### config.mk
export PLATFORM = sky130hd
export DESIGN_NAME = div_unit
export DESIGN_NICKNAME = d
export VERILOG_FILES = /design/src/rtl/div_unit.sv
export SDC_FILE = /design/constraint.sdc
export NUM_CORES = 1
export LEC_CHECK = 0
export ABC_AREA = 0
export ABC_CLOCK_PERIOD_IN_PS = 6200
export CAP_MARGIN = 20
export CORE_MARGIN = 5
export CORE_UTILIZATION = 38
export DETAILED_ROUTE_END_ITERATION = 10
export SETUP_SLACK_MARGIN = 0.15
export SKIP_CTS_REPAIR_TIMING = 1
export SLEW_MARGIN = 25
export SYNTH_ARGS = -nofsm -noshare
export SYNTH_HDL_FRONTEND = slang
export SYNTH_SLANG_ARGS = --single-unit
### constraint.sdc
create_clock -name clk -period 6.2 [get_ports clk]
set_input_delay 1.24 -clock clk [delete_from_list [all_inputs] [get_ports clk]]
set_output_delay 1.24 -clock clk [all_outputs]
set_load 0.01 [all_outputs]
### src/rtl/div_unit.sv
// div_unit: iterative radix-2 restoring divider for MIPS DIV/DIVU.
// One quotient bit per cycle; the remainder goes to hi_o and the quotient to
// lo_o, with a single-cycle write_en pulse driving the HI/LO write port.
// Optional build macro: DIV_ZERO_FAST_EN. When it is defined, a zero divisor
// completes in one cycle and skips the iteration state.
module div_unit #(
    parameter int WIDTH = 32
) (
    input  logic             clk,
    input  logic             rst,
    input  logic             start,
    input  logic             signed_op,
    input  logic [WIDTH-1:0] dividend,
    input  logic [WIDTH-1:0] divisor,
    input  logic             cancel,
    output logic             busy,
    output logic             write_en,
    output logic [WIDTH-1:0] hi_o,
    output logic [WIDTH-1:0] lo_o
);

    localparam int CNT_W = (WIDTH > 1) ? $clog2(WIDTH) : 1;

    typedef enum logic [1:0] {
        S_IDLE = 2'd0,
        S_DIV  = 2'd1,
        S_DONE = 2'd2
    } state_t;

    // Two's complement negate when neg is set, pass-through otherwise.
    function automatic logic [WIDTH-1:0] neg_if(input logic neg, input logic [WIDTH-1:0] v);
        logic [WIDTH-1:0] one_v;
        one_v = {{(WIDTH-1){1'b0}}, 1'b1};
        return neg ? (~v + one_v) : v;
    endfunction

    state_t             state_r;
    logic [CNT_W-1:0]   count_r;
    logic [WIDTH-1:0]   rem_r;
    logic [WIDTH-1:0]   quot_r;
    logic [WIDTH-1:0]   div_r;
    logic               sign_q_r;
    logic               sign_r_r;

    logic [WIDTH:0]     shift_s;
    logic [WIDTH:0]     trial_s;
    logic [WIDTH-1:0]   rem_nxt_s;
    logic [WIDTH-1:0]   quot_nxt_s;
    logic               neg_a_s;
    logic               neg_b_s;

    // One restoring step: shift {rem, quot} left, trial-subtract, keep or restore.
    always_comb begin
        shift_s = {rem_r, quot_r[WIDTH-1]};
        trial_s = shift_s - {1'b0, div_r};
        if (!trial_s[WIDTH]) begin
            rem_nxt_s  = trial_s[WIDTH-1:0];
            quot_nxt_s = {quot_r[WIDTH-2:0], 1'b1};
        end else begin
            rem_nxt_s  = shift_s[WIDTH-1:0];
            quot_nxt_s = {quot_r[WIDTH-2:0], 1'b0};
        end
    end

    // Operand signs at the start edge; unsigned ops are treated as positive.
    always_comb begin
        if (signed_op) begin
            neg_a_s = dividend[WIDTH-1];
            neg_b_s = divisor[WIDTH-1];
        end else begin
            neg_a_s = 1'b0;
            neg_b_s = 1'b0;
        end
    end

    // Control FSM with datapath registers and registered outputs.
    always_ff @(posedge clk or negedge rst) begin
        if (!rst) begin
            state_r  <= S_IDLE;
            count_r  <= {CNT_W{1'b0}};
            rem_r    <= {WIDTH{1'b0}};
            quot_r   <= {WIDTH{1'b0}};
            div_r    <= {WIDTH{1'b0}};
            sign_q_r <= 1'b0;
            sign_r_r <= 1'b0;
            busy     <= 1'b0;
            write_en <= 1'b0;
            hi_o     <= {WIDTH{1'b0}};
            lo_o     <= {WIDTH{1'b0}};
        end else begin
            case (state_r)
                S_IDLE, S_DONE: begin
                    write_en <= 1'b0;
                    busy     <= 1'b0;
                    if (cancel) begin
                        state_r <= S_IDLE;
                    end else if (start) begin
                        rem_r    <= {WIDTH{1'b0}};
                        quot_r   <= neg_if(neg_a_s, dividend);
                        div_r    <= neg_if(neg_b_s, divisor);
                        sign_q_r <= neg_a_s ^ neg_b_s;
                        sign_r_r <= neg_a_s;
                        count_r  <= {CNT_W{1'b0}};
`ifdef DIV_ZERO_FAST_EN
                        if (divisor == {WIDTH{1'b0}}) begin
                            // Quotient is all-ones magnitude; remainder equals dividend.
                            state_r  <= S_DONE;
                            write_en <= 1'b1;
                            hi_o     <= dividend;
                            lo_o     <= neg_a_s ? {{(WIDTH-1){1'b0}}, 1'b1} : {WIDTH{1'b1}};
                        end else begin
                            state_r <= S_DIV;
                            busy    <= 1'b1;
                        end
`else
                        state_r <= S_DIV;
                        busy    <= 1'b1;
`endif
                    end else begin
                        state_r <= S_IDLE;
                    end
                end
                S_DIV: begin
                    if (cancel) begin
                        state_r  <= S_IDLE;
                        busy     <= 1'b0;
                        write_en <= 1'b0;
                    end else begin
                        rem_r  <= rem_nxt_s;
                        quot_r <= quot_nxt_s;
                        if (count_r == CNT_W'(WIDTH - 1)) begin
                            // Last iteration: apply sign fix-up straight into HI/LO.
                            state_r  <= S_DONE;
                            busy     <= 1'b0;
                            write_en <= 1'b1;
                            lo_o     <= neg_if(sign_q_r, quot_nxt_s);
                            hi_o     <= neg_if(sign_r_r, rem_nxt_s);
                        end else begin
                            count_r  <= count_r + {{(CNT_W-1){1'b0}}, 1'b1};
                            busy     <= 1'b1;
                            write_en <= 1'b0;
                        end
                    end
                end
                default: begin
                    state_r  <= S_IDLE;
                    busy     <= 1'b0;
                    write_en <= 1'b0;
                end
            endcase
        end
    end

endmodule
==> impl_metrics.ini <==
[outcome]
outcome = finished clean

[floorplanning]
die-area_um2 = 35200
dieWidth_um = 188
num_rows = 65
start_util = 0.382
die_h_um = 188
design.core.area_um2 = 31400
io_pins = 135

[synth]
synthArstFlopShare = 1.00
synth_top_area_frac = 0.357
synth_fp_nets = 1572
synth-seq-cells = 171
syn_area_um2 = 12000
ys_top_cells_by_area = dfrtp_1 36%, o21ai_0 8.8%, nand2_1 7.2%, xor2_1 5.9%, a21oi_1 4.2%
yosysWarningCount = 0
synth_area_per_cell_um2 = 8.19
yosys.area.top_type = dfrtp_1
syn_inst = 1464
synthMostInstantiatedCell = nand2_1
yosys-top-cells-count = 229 x nand2_1, 211 x o21ai_0, 171 x dfrtp_1
synth-edff-count = 0
ys.flop_type = dfrtp_1
synth_cell_types = 80
seq_area_frac_synth = 0.357

[clocking]
cts.sinks = 171
tritoncts = built
clock_latency_ns = 0.45
cts_buffers = 17
htree_levels = 4
cts_buffer_depth = 2
cts-root-buf = clkbuf_16
clk_pin_slew_worst_paths_ns = 0.08

[sta]
slew_viol_final = 0
rsz0062_at_grt = false
tightest_slew_ns = 0.919
finalHoldViolations = 0
setup_slack_ns = 0.967
skew_ns = 0.0192
fin_crit_sh = 0.844
timing.setup.tns_ns = 0
finalCriticalPeriod_ns = 5.23
maxSlewHeadroom = 0.378
max_freq_ghz = 0.191
setup_viol = 0

[final_layout]
nets = 1666
final_cells = 1973
final_layout_size_suffix_gt1_frac = 0.0528
utilization = 0.456
n_antenna_cell = 0
area_delta_synth_final_pct = 19.3

[drt]
route.detailed.drc = 0
drt_wl_total_mm = 36.3
met3RoutedLength_mm = 2.27
wl_per_cell_um = 18.4
drt_iter0_markers = 705
maxUsedRoutingLayer = met4
wl_met1_mm = 17.7
first_pass_iters = 7
wl_met2_mm = 15.6
viasPerCell = 5.56
num_vias = 11000
ant_nets = 0

[critical_path]
setup.worst_path.end_class = flop
crit_chain = inv_1 > ha_1 > inv_1 > fa_1 > a211oi_2 > o31ai_4 > o211a_1 > o2111ai_4 > a21o_2 > nor2_4 > inv_2 > buf_4 > ha_1 > nand2b_1 > nand2b_1 > or3_1 > or3_1 > o31ai_1 > xor2_1 > o21ai_0
worstPathMaxFanout = 37
cp_slowest_stage_delay_ns = 0.53
required_ns = 6.49
critical_path_arrival_ns = 5.53
path_buf_inv = 4
cp_slowest_cell = or3_1
critPathKind = flop to flop
cp-start-kind = flop
crit_family = compound AO/OA/AOI/OAI gates

[power_and_ir_drop]
leakagePower_nw = 5.97
p_sw_w = 0.00136
p_seq_frac = 0.373
clkPwrFrac = 0.319
power-per-cell-area_nw_per_um2 = 256
ir_drop_uv = 200
internal_power_w = 0.00231
swShare = 0.370
power_frac_comb = 0.308

[grt]
grt_max_degree = 79
grt_pass1_wl_mm = 58.6
grt_use_total = 0.204
first_global_vias = 10500
antenna_found_initial = 0
overflow = 0

[flow_run]
drv_cap = 0

[placement]
portBuffers = 134
dpl.cell_count = 1940
place_ws_ns = 1.04
place_congestion = 0.919
dp_hpwl_mm = 27.6

[hold_path]
hp-class = flop to flop
==> kinds of logic (layout without fill, tap and decap cells) <==
| family | count (synthesis) | count (layout) | share of synthesized area |
|---|---|---|---|
| flip-flops | 171 | 171 | 0.357 |
| adder cells (fa/ha/maj) | 39 | 39 | 0.0413 |
| buffers and inverters | 125 | 232 | 0.0414 |
| multiplexers | 40 | 40 | 0.0344 |
| AO/OA/AOI/OAI | 459 | 459 | 0.235 |
| AND/OR/NAND/NOR | 499 | 499 | 0.195 |
| XOR/XNOR | 131 | 131 | 0.0957 |
==> per-stage QoR <==
step	cell area, µm²	hold WS, ns	power (W)
floorplan	12000	0.450	0.00214
global placement	13700	0.459	0.00249
detailed placement	13700	0.470	0.00250
CTS	14300	0.486	0.00368
global route	14300	0.499	0.00388
finish	14300	0.477	0.00367
==> per-layer routing <==
metal | track usage | vias up
met2 | 0.303 | 316
met1 | 0.303 | 5183
met4 | 0.0542 | 0
met5 | 0 | -
met3 | 0.0417 | 46
li1 | - | 5433
==> final cells by class <==
class,instances,area (µm²)
fillers,3105,17100
multi-input cells,1168,7250
flip-flops and latches,171,4280
repair buffers,146,1450
well taps,402,503
clock buffers,20,447
inverters,54,203
clock inverters,12,175
==> power groups by stage <==
stage,Sequential [W],Clock [W],Combinational (W)
after detailed placement,0.00139,0,0.00112
after floorplan,0.00134,0,0.000794
after global routing,0.00139,0.00123,0.00127
final,0.00137,0.00117,0.00113
after CTS,0.00136,0.00119,0.00112
after global placement,0.00138,0,0.00111
==> layout by cell type, fill, tap and decap left out, drive strengths merged, types with 4 or more instances in the layout <==
cell	synthesis	final
clkdlybuf4s50	0	133
o41ai	15	15
or4	17	17
o211ai	13	13
mux2i	30	30
or3	24	24
mux2	10	10
nand4	11	11
a21o	19	19
a211oi	9	9
nor3	29	29
nor2b	4	4
a21oi	103	103
a22o	4	4
clkbuf	49	20
a311oi	4	4
xor2	81	81
o21a	6	6
xnor2	50	50
nand2b	13	13
nand3	20	20
nor4	18	18
inv	53	59
buf	22	13
o21ai	220	220
ha	38	38
nor2	92	92
and2	12	12
o31ai	26	26
nor3b	7	7
a21boi	4	4
and3	10	10
nand2	230	230
dfrtp	171	171
nor4b	4	4
a31oi	5	5
==> tightest hold or removal path: stages, from the launching register on <==
cell	delay [ns]
dfrtp_1	0.34
nand2_1	0.04
o21ai_0	0.05
==> path summary, 6_finish.rpt <==
check	startpoint	to	slack (ns)	cells after the start
hold reg to reg	lo_o[5]	lo_o[5]	0.48	2
setup / recovery	quot_r[31]	lo_o[28]	0.97	20
max in group asynchronous	rst	hi_o[5]	4.24	2
min in group asynchronous	rst	busy	0.84	1
hold / removal	lo_o[5]	lo_o[5]	0.48	2
setup reg to reg	quot_r[31]	lo_o[28]	0.97	20
==> registers in the layout (all words and copies together) (netlist names), 2 cells and up <==
register / count
count_r: 5
div_r: 32
state_r: 2
rem_r: 32
lo_o: 32
quot_r: 32
hi_o: 32
Note: power is estimated with default switching activity, not from simulation.
